### src/rtl/aclk_load_ctrl.sv
// ---------------------------------------------------------------------------
// aclk_load_ctrl
// Load-port controller for the alarm clock core. Two requesters (keypad,
// time-sync) are arbitrated round-robin. The winning BCD hh:mm value is
// range-checked. If it is legal, it is driven onto the core load port with
// LD_time or LD_alarm for HOLD_CYCLES cycles. Time loads are then confirmed
// by reading the core back. Completion is reported with a one-cycle done
// pulse, the requester index and an error code.
//
// Ports
//   clk, reset              core clock, async active-high reset
//   rq_valid[1:0]           request valid (bit0 keypad, bit1 sync)
//   rq_alarm[1:0]           per-requester target, 1 = alarm, 0 = time
//   rq0_hm, rq1_hm [13:0]   {H1[1:0],H0,M1,M0} request payloads
//   rq_ready[1:0]           one-hot grant pulse (IDLE only)
//   H_in1/H_in0/M_in1/M_in0 digits to the core load port
//   LD_time, LD_alarm       load strobes to the core
//   H_out1/H_out0/M_out1/M_out0  core time readback
//   done, resp_id, err_code completion pulse, requester, 00/01/10 result
//
// state    | meaning
// ---------+------------------------------------------------------------
// S_IDLE   | waiting for a request; grant and capture payload
// S_CHECK  | range-check captured digits
// S_DRIVE  | drive digits with one LD strobe for HOLD_CYCLES cycles
// S_VERIFY | compare core readback with captured time, bounded wait
// S_RESP   | done pulse with resp_id / err_code
// ---------------------------------------------------------------------------
module aclk_load_ctrl #(
    parameter int HOLD_CYCLES    = 2,
    parameter int VERIFY_TIMEOUT = 8
) (
    input  logic        clk,
    input  logic        reset,
    input  logic [1:0]  rq_valid,
    input  logic [1:0]  rq_alarm,
    input  logic [13:0] rq0_hm,
    input  logic [13:0] rq1_hm,
    output logic [1:0]  rq_ready,
    output logic [1:0]  H_in1,
    output logic [3:0]  H_in0,
    output logic [3:0]  M_in1,
    output logic [3:0]  M_in0,
    output logic        LD_time,
    output logic        LD_alarm,
    input  logic [1:0]  H_out1,
    input  logic [3:0]  H_out0,
    input  logic [3:0]  M_out1,
    input  logic [3:0]  M_out0,
    output logic        done,
    output logic        resp_id,
    output logic [1:0]  err_code
);

    typedef enum logic [2:0] {
        S_IDLE,
        S_CHECK,
        S_DRIVE,
        S_VERIFY,
        S_RESP
    } state_t;

    localparam logic [3:0] HOLD_LOAD = 4'(HOLD_CYCLES - 1);
    localparam logic [7:0] VT_LAST   = 8'(VERIFY_TIMEOUT - 1);
    localparam logic [7:0] VT_SAT    = 8'(VERIFY_TIMEOUT);

    localparam logic [1:0] ERR_OK    = 2'b00;
    localparam logic [1:0] ERR_RANGE = 2'b01;
    localparam logic [1:0] ERR_VTO   = 2'b10;

    state_t      state;
    logic        last_grant;
    logic [13:0] cap_hm;
    logic        cap_alarm;
    logic        cap_id;
    logic [3:0]  hold_cnt;
    logic [7:0]  verify_cnt;

    logic        grant_vld;
    logic        grant_id;
    logic        range_ok;
    logic [13:0] readback;

    assign readback = {H_out1, H_out0, M_out1, M_out0};

    // Contention goes to the requester that was not granted last.
    always_comb begin
        grant_vld = 1'b0;
        grant_id  = 1'b0;
        if (state == S_IDLE) begin
            case (rq_valid)
                2'b01: begin grant_vld = 1'b1; grant_id = 1'b0;        end
                2'b10: begin grant_vld = 1'b1; grant_id = 1'b1;        end
                2'b11: begin grant_vld = 1'b1; grant_id = ~last_grant; end
                default: ;
            endcase
        end
    end

    // The grant must be seen in the same IDLE cycle it is taken, so it is
    // decoded from state; reset forces it low while the FSM sits in IDLE.
    assign rq_ready = (reset || !grant_vld) ? 2'b00 :
                      (grant_id ? 2'b10 : 2'b01);

    assign range_ok = (cap_hm[13:12] <= 2'd2) &&
                      (cap_hm[11:8]  <= 4'd9) &&
                      !((cap_hm[13:12] == 2'd2) && (cap_hm[11:8] > 4'd3)) &&
                      (cap_hm[7:4]   <= 4'd5) &&
                      (cap_hm[3:0]   <= 4'd9);

    always_ff @(posedge clk or posedge reset) begin
        if (reset) begin
            state      <= S_IDLE;
            last_grant <= 1'b1;
            cap_hm     <= '0;
            cap_alarm  <= 1'b0;
            cap_id     <= 1'b0;
            hold_cnt   <= '0;
            verify_cnt <= '0;
            H_in1      <= '0;
            H_in0      <= '0;
            M_in1      <= '0;
            M_in0      <= '0;
            LD_time    <= 1'b0;
            LD_alarm   <= 1'b0;
            done       <= 1'b0;
            resp_id    <= 1'b0;
            err_code   <= '0;
        end else begin
            done <= 1'b0;
            case (state)
                S_IDLE: begin
                    if (grant_vld) begin
                        last_grant <= grant_id;
                        cap_id     <= grant_id;
                        cap_hm     <= grant_id ? rq1_hm : rq0_hm;
                        cap_alarm  <= rq_alarm[grant_id];
                        state      <= S_CHECK;
                    end
                end
                S_CHECK: begin
                    if (range_ok) begin
                        hold_cnt <= HOLD_LOAD;
                        H_in1    <= cap_hm[13:12];
                        H_in0    <= cap_hm[11:8];
                        M_in1    <= cap_hm[7:4];
                        M_in0    <= cap_hm[3:0];
                        LD_time  <= ~cap_alarm;
                        LD_alarm <= cap_alarm;
                        state    <= S_DRIVE;
                    end else begin
                        done     <= 1'b1;
                        resp_id  <= cap_id;
                        err_code <= ERR_RANGE;
                        state    <= S_RESP;
                    end
                end
                S_DRIVE: begin
                    if (hold_cnt == 4'd0) begin
                        H_in1    <= '0;
                        H_in0    <= '0;
                        M_in1    <= '0;
                        M_in0    <= '0;
                        LD_time  <= 1'b0;
                        LD_alarm <= 1'b0;
                        if (cap_alarm) begin
                            done     <= 1'b1;
                            resp_id  <= cap_id;
                            err_code <= ERR_OK;
                            state    <= S_RESP;
                        end else begin
                            verify_cnt <= '0;
                            state      <= S_VERIFY;
                        end
                    end else begin
                        hold_cnt <= hold_cnt - 4'd1;
                    end
                end
                S_VERIFY: begin
                    if (readback == cap_hm) begin
                        done     <= 1'b1;
                        resp_id  <= cap_id;
                        err_code <= ERR_OK;
                        state    <= S_RESP;
                    end else if (verify_cnt >= VT_LAST) begin
                        done     <= 1'b1;
                        resp_id  <= cap_id;
                        err_code <= ERR_VTO;
                        state    <= S_RESP;
                    end else if (verify_cnt != VT_SAT) begin
                        verify_cnt <= verify_cnt + 8'd1;
                    end
                end
                S_RESP: begin
                    state <= S_IDLE;
                end
                default: state <= S_IDLE;
            endcase
        end
    end

endmodule

### config.mk
export PLATFORM = sky130hd
export DESIGN_NAME = aclk_load_ctrl
export DESIGN_NICKNAME = d
export VERILOG_FILES = /design/src/rtl/aclk_load_ctrl.sv
export SDC_FILE = /design/constraint.sdc
export NUM_CORES = 1
export LEC_CHECK = 0
export BUFFER_PORTS_ARGS = -buffer_cell sky130_fd_sc_hd__buf_2
export CAP_MARGIN = 15
export CORE_MARGIN = 2
export CORE_UTILIZATION = 40
export CTS_CLUSTER_DIAMETER = 80
export DETAILED_ROUTE_END_ITERATION = 6
export SYNTH_ARGS = -nofsm -noshare
export SYNTH_HDL_FRONTEND = slang
export SYNTH_SLANG_ARGS = --single-unit
### constraint.sdc
create_clock -name clk -period 2.4 [get_ports clk]
set_input_delay 0.24 -clock clk [delete_from_list [all_inputs] [get_ports clk]]
set_output_delay 0.24 -clock clk [all_outputs]
set_load 0.005 [all_outputs]
==> qor.yml, run 1 <==
place:
  placed_cell_area_um2: 2920
  post-dp-hpwl_um: 4530
  place.port_buffers: 69
  dp_cells: 411
  routabilityCongestion: 0.858
worst_setup_path:
  endpoint_kind: "output port"
  worstSetupStartpointType: "register"
  required_ns: 2.16
  cp_max_fo: 10
  reg2reg_from: "cap_hm[3]"
  crit_arrival_ns: 1.89
  rr_endpoint: "resp_id"
  reg2regPathDepth: 5
  critPathKind: "register to output port"
  r2r_slack_ns: 0.44
cts:
  ctsLongestPathBuffers: 2
  insertion_delay_ns: 0.31
  cts_root_buf: "clkbuf_8"
  clock_sinks: 52
  post_cts_resized: 0
  clk_pin_slew_ns: 0.09
  cts_tree: "done"
  cts-htree-levels: 2
  cts_made_buffers: 5
cells_and_area:
  instances_no_fill: 420
  antenna_cells: 0
  syn_to_final_growth_pct: 24.4
  num-nets-final: 396
  fillCellCount: 555
  drive_gt1_share_pct: 27.0
  design_area_um2: 3050
drt:
  routed_wl_um: 5870
  vias: 2126
  drc_errors: 0
  dr.pass1.iters: 4
  avgViaCountPerCell: 5.06
  wl_per_cell_um: 14.0
  ant_nets: 0
  drtIter0Drc: 157
floorplanning:
  chipWidth_um: 82.2
  die_h_um: 82.2
  pin_count: 70
  dieArea_um2: 6760
  rows: 28
  core_um2: 5920
  start_util_pct: 41.3
hold_path:
  worst_hold_path_type: "input pin to register"
  worstHoldEndpoint: "cap_hm[13]"
  whs_path_depth: 3
  holdCritStartpoint: "rq0_hm[13]"
global_routing:
  grt_max_degree: 22
  grt_pass1_wl_um: 9970
  grt_util_all_layers_pct: 19.8
  grt-ovfl-total: 0
  antenna_found_initial: 0
  grt_pass1_vias: 2138
synth:
  ys_seq_elements: 52
  yosysTopAreaCell: "dfrtp_1"
  syn_inst: 267
  syn_area_um2: 2450
  synth_fp_nets: 319
  synth_cell_types: 37
  synthTopCellsByArea: "dfrtp_1 (52%), nor2_1 (6.4%), xor2_1 (5.4%)"
  yosysSeqAreaShare_pct: 53.2
  synth_area_per_cell_um2: 9.17
  synth_warnings: 0
  yosys.area.top_type_share_pct: 52.1
power:
  cellInternalPower_uw: 2160
  powerDensity_nw_per_um2: 1150
  ir_worst_vdd_uv: 644
  leakage_uw: 0.00152
  net-switching-power_uw: 1340
  switching_share_pct: 38.3
  seqPwrFrac_pct: 45.0
  p_clk_share_pct: 17.1
  power_frac_comb_pct: 38.0
sta:
  fin_worst_skew_ns: 0.00998
  maxSlewHeadroom_pct: 70.7
  tightestPinTransition_ns: 0.436
  worst_hold_slack_ns: 0.145
  clock.fmax_ghz: 0.469
  fin_crit_sh_pct: 88.8
  rsz0062_at_grt: "no"
  finalHoldViolCount: 0
  layout_min_cycle_time_ns: 2.13
  tns_ns: 0
  report.final.slew_viol_count: 0
  setup_violations: 0
job:
  maxCapViolCount: 0
run_status:
  status: "finished, final reports clean"
[cell usage after synthesis]
library cell	instances
nand2_1	20
a21o_1	2
a22oi_1	2
nor2b_1	1
mux2i_1	1
o22ai_1	14
o32a_1	1
nor2_1	42
a31oi_1	2
nor4_1	4
and2_1	4
clkbuf_2	1
o2bb2ai_1	1
nor3b_2	1
inv_1	26
or4_1	1
mux2_2	1
buf_4	1
nand4_1	2
clkbuf_1	8
nand3_1	17
nor3b_1	1
a21oi_1	10
o31ai_1	1
dfstp_2	1
xor2_1	15
o21a_1	1
o21ai_0	22
nor3_1	3
o311ai_1	1
ha_1	4
or3_1	1
or3b_1	1
o32ai_1	1
or2_2	1
dfrtp_1	51
o311a_1	1
[repair_timing]
item                                    in CTS  in global routing
endpoints found under the setup margin       0                  0
hold buffers                                 1                  0
setup buffers                                0                  0
hold endpoints to repair                    15                  0
[worst max-delay path, stage by stage (launching register included)]
cell and delay [ns]:
dfrtp_1 0.48, nor3_1 0.30, nand3_1 0.33, buf_4 0.28, nor2_1 0.08, buf_2 0.11
[flip-flops by register name (all words and copies together) (netlist names)]
register    cells
state           3
LD_alarm        1
last_grant      1
LD_time         1
H_in1           2
verify_cnt      8
hold_cnt        4
err_code        2
M_in0           4
cap_hm         14
H_in0           4
cap_alarm       1
M_in1           4
resp_id         1
done            1
cap_id          1
[cell families after synthesis]
family | count (synthesis) | synth area share, %
buffers and inverters | 36 | 5.73
xor gates and xnor gates | 15 | 5.37
AOI/OAI and AO/OA | 59 | 14.4
DFF | 52 | 53.2
and+or+nand+nor | 99 | 18.4
adders and majority gates | 4 | 2.05
muxes | 2 | 0.869
[placed cells by master (no fill, tap or decap), types with 2 or more instances in the layout]
| cell type | instances |
|---|---|
| a31oi_1 | 2 |
| nand3_1 | 17 |
| buf_2 | 69 |
| inv_1 | 25 |
| o21ai_0 | 22 |
| nor2_1 | 42 |
| a21oi_1 | 10 |
| ha_1 | 4 |
| o22ai_1 | 14 |
| xor2_1 | 15 |
| and2_1 | 4 |
| nor3_1 | 2 |
| nor4_1 | 4 |
| dfrtp_1 | 51 |
| nand4_1 | 2 |
| a21o_1 | 2 |
| nand2_1 | 20 |
| a22oi_1 | 2 |
| clkbuf_8 | 5 |
| buf_4 | 10 |
[routing by layer]
metal,routed length [um],up-vias,GRT usage (%)
li1,-,1055,-
met5,0,-,0
met4,179,0,9.83
met3,318,18,4.57
met2,2610,66,29.5
met1,2760,987,27.1
[metrics by stage]
step	util (%)	power, uW	setup slack, ns
6_report	51.4	3510	0.270
5_1_grt	51.4	3840	0.0717
4_1_cts	51.4	3540	0.251
3_5_place_dp	49.4	2930	0.465
3_3_place_gp	49.4	2900	0.515
2_1_floorplan	-	2400	0.472
[cell type report]
class	instances	area, um^2	area share [%]
tap	75	93.8	3.08
multi-input combinational	179	1010	33.2
clock buffer	5	68.8	2.26
inverter	26	97.6	3.20
timing repair buffer	80	430	14.1
sequential	52	1300	42.8
clock inverter	3	42.5	1.40
[power by group through the flow]
| stage | Clock, uW | Combinational (uW) | Sequential, uW |
|---|---|---|---|
| floorplan | 0 | 895 | 1500 |
| global placement | 0 | 1320 | 1580 |
| detailed placement | 0 | 1350 | 1590 |
| CTS | 618 | 1350 | 1570 |
| global route | 657 | 1560 | 1630 |
| finish | 599 | 1330 | 1580 |
[worst max-delay path by stage]
| stage | from | endpoint | depth (start not counted) |
|---|---|---|---|
| 6_report | state[1] | rq_ready[1] | 5 |
| 5_1_grt | state[1] | rq_ready[1] | 5 |
| 4_1_cts | state[1] | rq_ready[1] | 5 |
| 3_5_place_dp | cap_hm[3] | resp_id | 5 |
| 3_3_place_gp | cap_hm[1] | resp_id | 5 |
| 2_1_floorplan | hold_cnt[0] | resp_id | 7 |
(Power assumes the default switching activity.)
==> inputs of run 2 (changes only) <==
--- a/config.mk
+++ b/config.mk
@@ -7,6 +7,7 @@
 export LEC_CHECK = 0
 export BUFFER_PORTS_ARGS = -buffer_cell sky130_fd_sc_hd__buf_2
 export CAP_MARGIN = 15
+export CORE_ASPECT_RATIO = 1.2
 export CORE_MARGIN = 2
 export CORE_UTILIZATION = 40
 export CTS_CLUSTER_DIAMETER = 80
==> qor.yml, run 2 (same netlist as run 1, synthesis figures left out) <==
cts:
  ctsLongestPathBuffers: 2
  clk_pin_slew_ns: 0.09
  cts-htree-levels: 2
  cts_made_buffers: 5
  cts_tree: "done"
  clock_sinks: 52
  insertion_delay_ns: 0.30
  post_cts_buffers: 0
  ctsHoldBuffers: 0
  post_cts_resized: 0
  cts_root_buf: "clkbuf_8"
drt:
  routed_wl_um: 5900
  wl_per_cell_um: 13.9
  dr.pass1.iters: 4
  drtIter0Drc: 121
  avgViaCountPerCell: 4.93
  ant_nets: 0
  vias: 2084
  drc_errors: 0
cells_and_area:
  instances_no_fill: 423
  syn_to_final_growth_pct: 24.1
  layout_common_cells: "buf_2 (69), dfrtp_1 (51), nor2_1 (42), inv_1 (25), o21ai_0 (22)"
  drive_gt1_share_pct: 26.4
  design_area_um2: 3040
  antenna_cells: 0
  regMostFlops: "cap_hm"
  largest_reg_flops: 14
  num-nets-final: 392
  top_regs: "cap_hm: 14 flops, verify_cnt: 8 flops"
  fin_util_pct: 50.8
  layout_commonest_cell: "buf_2"
floorplanning:
  core_um2: 5970
  chipWidth_um: 75.4
  die_h_um: 89.7
  rows: 31
  start_util_pct: 41.0
  dieArea_um2: 6760
  pin_count: 70
global_routing:
  grt_pass1_vias: 2027
  grtUsageMet2_pct: 29.5
  grt_util_all_layers_pct: 19.0
  grt_max_degree: 53
  grt-ovfl-total: 0
  grt_use_met3_pct: 3.35
  grt_pass1_wl_um: 9720
  grt.busiest_layer: "met2"
  use_met1_pct: 27.0
  antenna_found_initial: 0
power:
  leakage_uw: 0.00151
  ir_worst_vdd_uv: 491
  powerDensity_nw_per_um2: 1170
sta:
  rsz0062_at_grt: "no"
  tns_ns: 0
  layout_min_cycle_time_ns: 2.00
  maxSlewHeadroom_pct: 55.8
  fin_worst_skew_ns: 0.0108
  setup_violations: 0
  setup_slack_ns: 0.399
  clock.fmax_ghz: 0.500
  fin_crit_sh_pct: 83.4
  tightestPinTransition_ns: 0.663
  report.final.slew_viol_count: 0
  finalHoldViolCount: 0
place:
  pre_cts_slack_ns: 0.413
  post-dp-hpwl_um: 4320
  routabilityCongestion: 0.781
  dp_cells: 415
  placed_cell_area_um2: 2910
  place.port_buffers: 69
hold_path:
  worst_hold_path_type: "input pin to async pin"
worst_setup_path:
  path_cells: "inv_1 > ha_1 > nor3b_2 > a21o_1 > o311ai_1 > a21oi_1 > mux2_2"
  crit_arrival_ns: 2.20
  required_ns: 2.59
  cp_top_family: "compound AO/OA/AOI/OAI gates"
  critPathKind: "register to register"
  path_buf_inv: 1
  cpPeakStageDelay_ns: 0.42
  r2r_slack_ns: 0.40
  cp_max_fo: 5
  crit_slowest_cell: "dfrtp_1"
  endpoint_kind: "register"
  worstSetupStartpointType: "register"
run_status:
  status: "finished, final reports clean"
job:
  maxCapViolCount: 0
-- run 2: cell types whose count changed in the layout (fill, tap and decap cells not counted), sizes merged --
cell and change:
buf -3, clkbuf +2, clkinv -1, clkinvlp -1, dlygate4sd3 -1
-- run 2: tightest hold or removal path, delay by kind of cell --
| family | cells | cell delay [ns] |
|---|---|---|
| buffers and inverters | 3 | 0.68 |
-- run 2: metal layers --
layer / vias to the layer above / wire, um
li1: 1052 / -
met1: 967 / 2700
met2: 56 / 2810
met3: 9 / 275
met4: 0 / 118
met5: - / 0
-- run 2: power breakdown --
| part | switching [uW] | leakage (uW) | internal (uW) | total [uW] |
|---|---|---|---|---|
| Combinational | 710 | 0.000807 | 596 | 1310 |
| Clock | 279 | 0.0000645 | 368 | 647 |
| Sequential | 343 | 0.000642 | 1240 | 1580 |
-- run 2: path summary, 6_finish.rpt --
check	cells past startpoint	end	startpoint
min	3	cap_hm[8]	reset
max reg2reg	7	resp_id	hold_cnt[0]
min reg2reg	2	last_grant	last_grant
max in group asynchronous	3	hold_cnt[2]	reset
min in group clk	3	cap_hm[6]	rq0_hm[6]
max	7	resp_id	hold_cnt[0]
-- run 2: layout make-up --
cell class	instances	area, um^2
timing repair buffer	76	398
clock inverter	1	30.0
fill	600	2940
sequential	52	1300
multi-input combinational	179	1010
clock buffer	7	96.3
tap	82	103
inverter	26	97.6
-- run 2: metrics by stage --
stage	hold slack [ns]	total power [uW]
6_report	0.119	3540
4_1_cts	0.139	3580
3_3_place_gp	0.449	2900
3_5_place_dp	0.449	2920
2_1_floorplan	0.370	2400
5_1_grt	0.141	3840
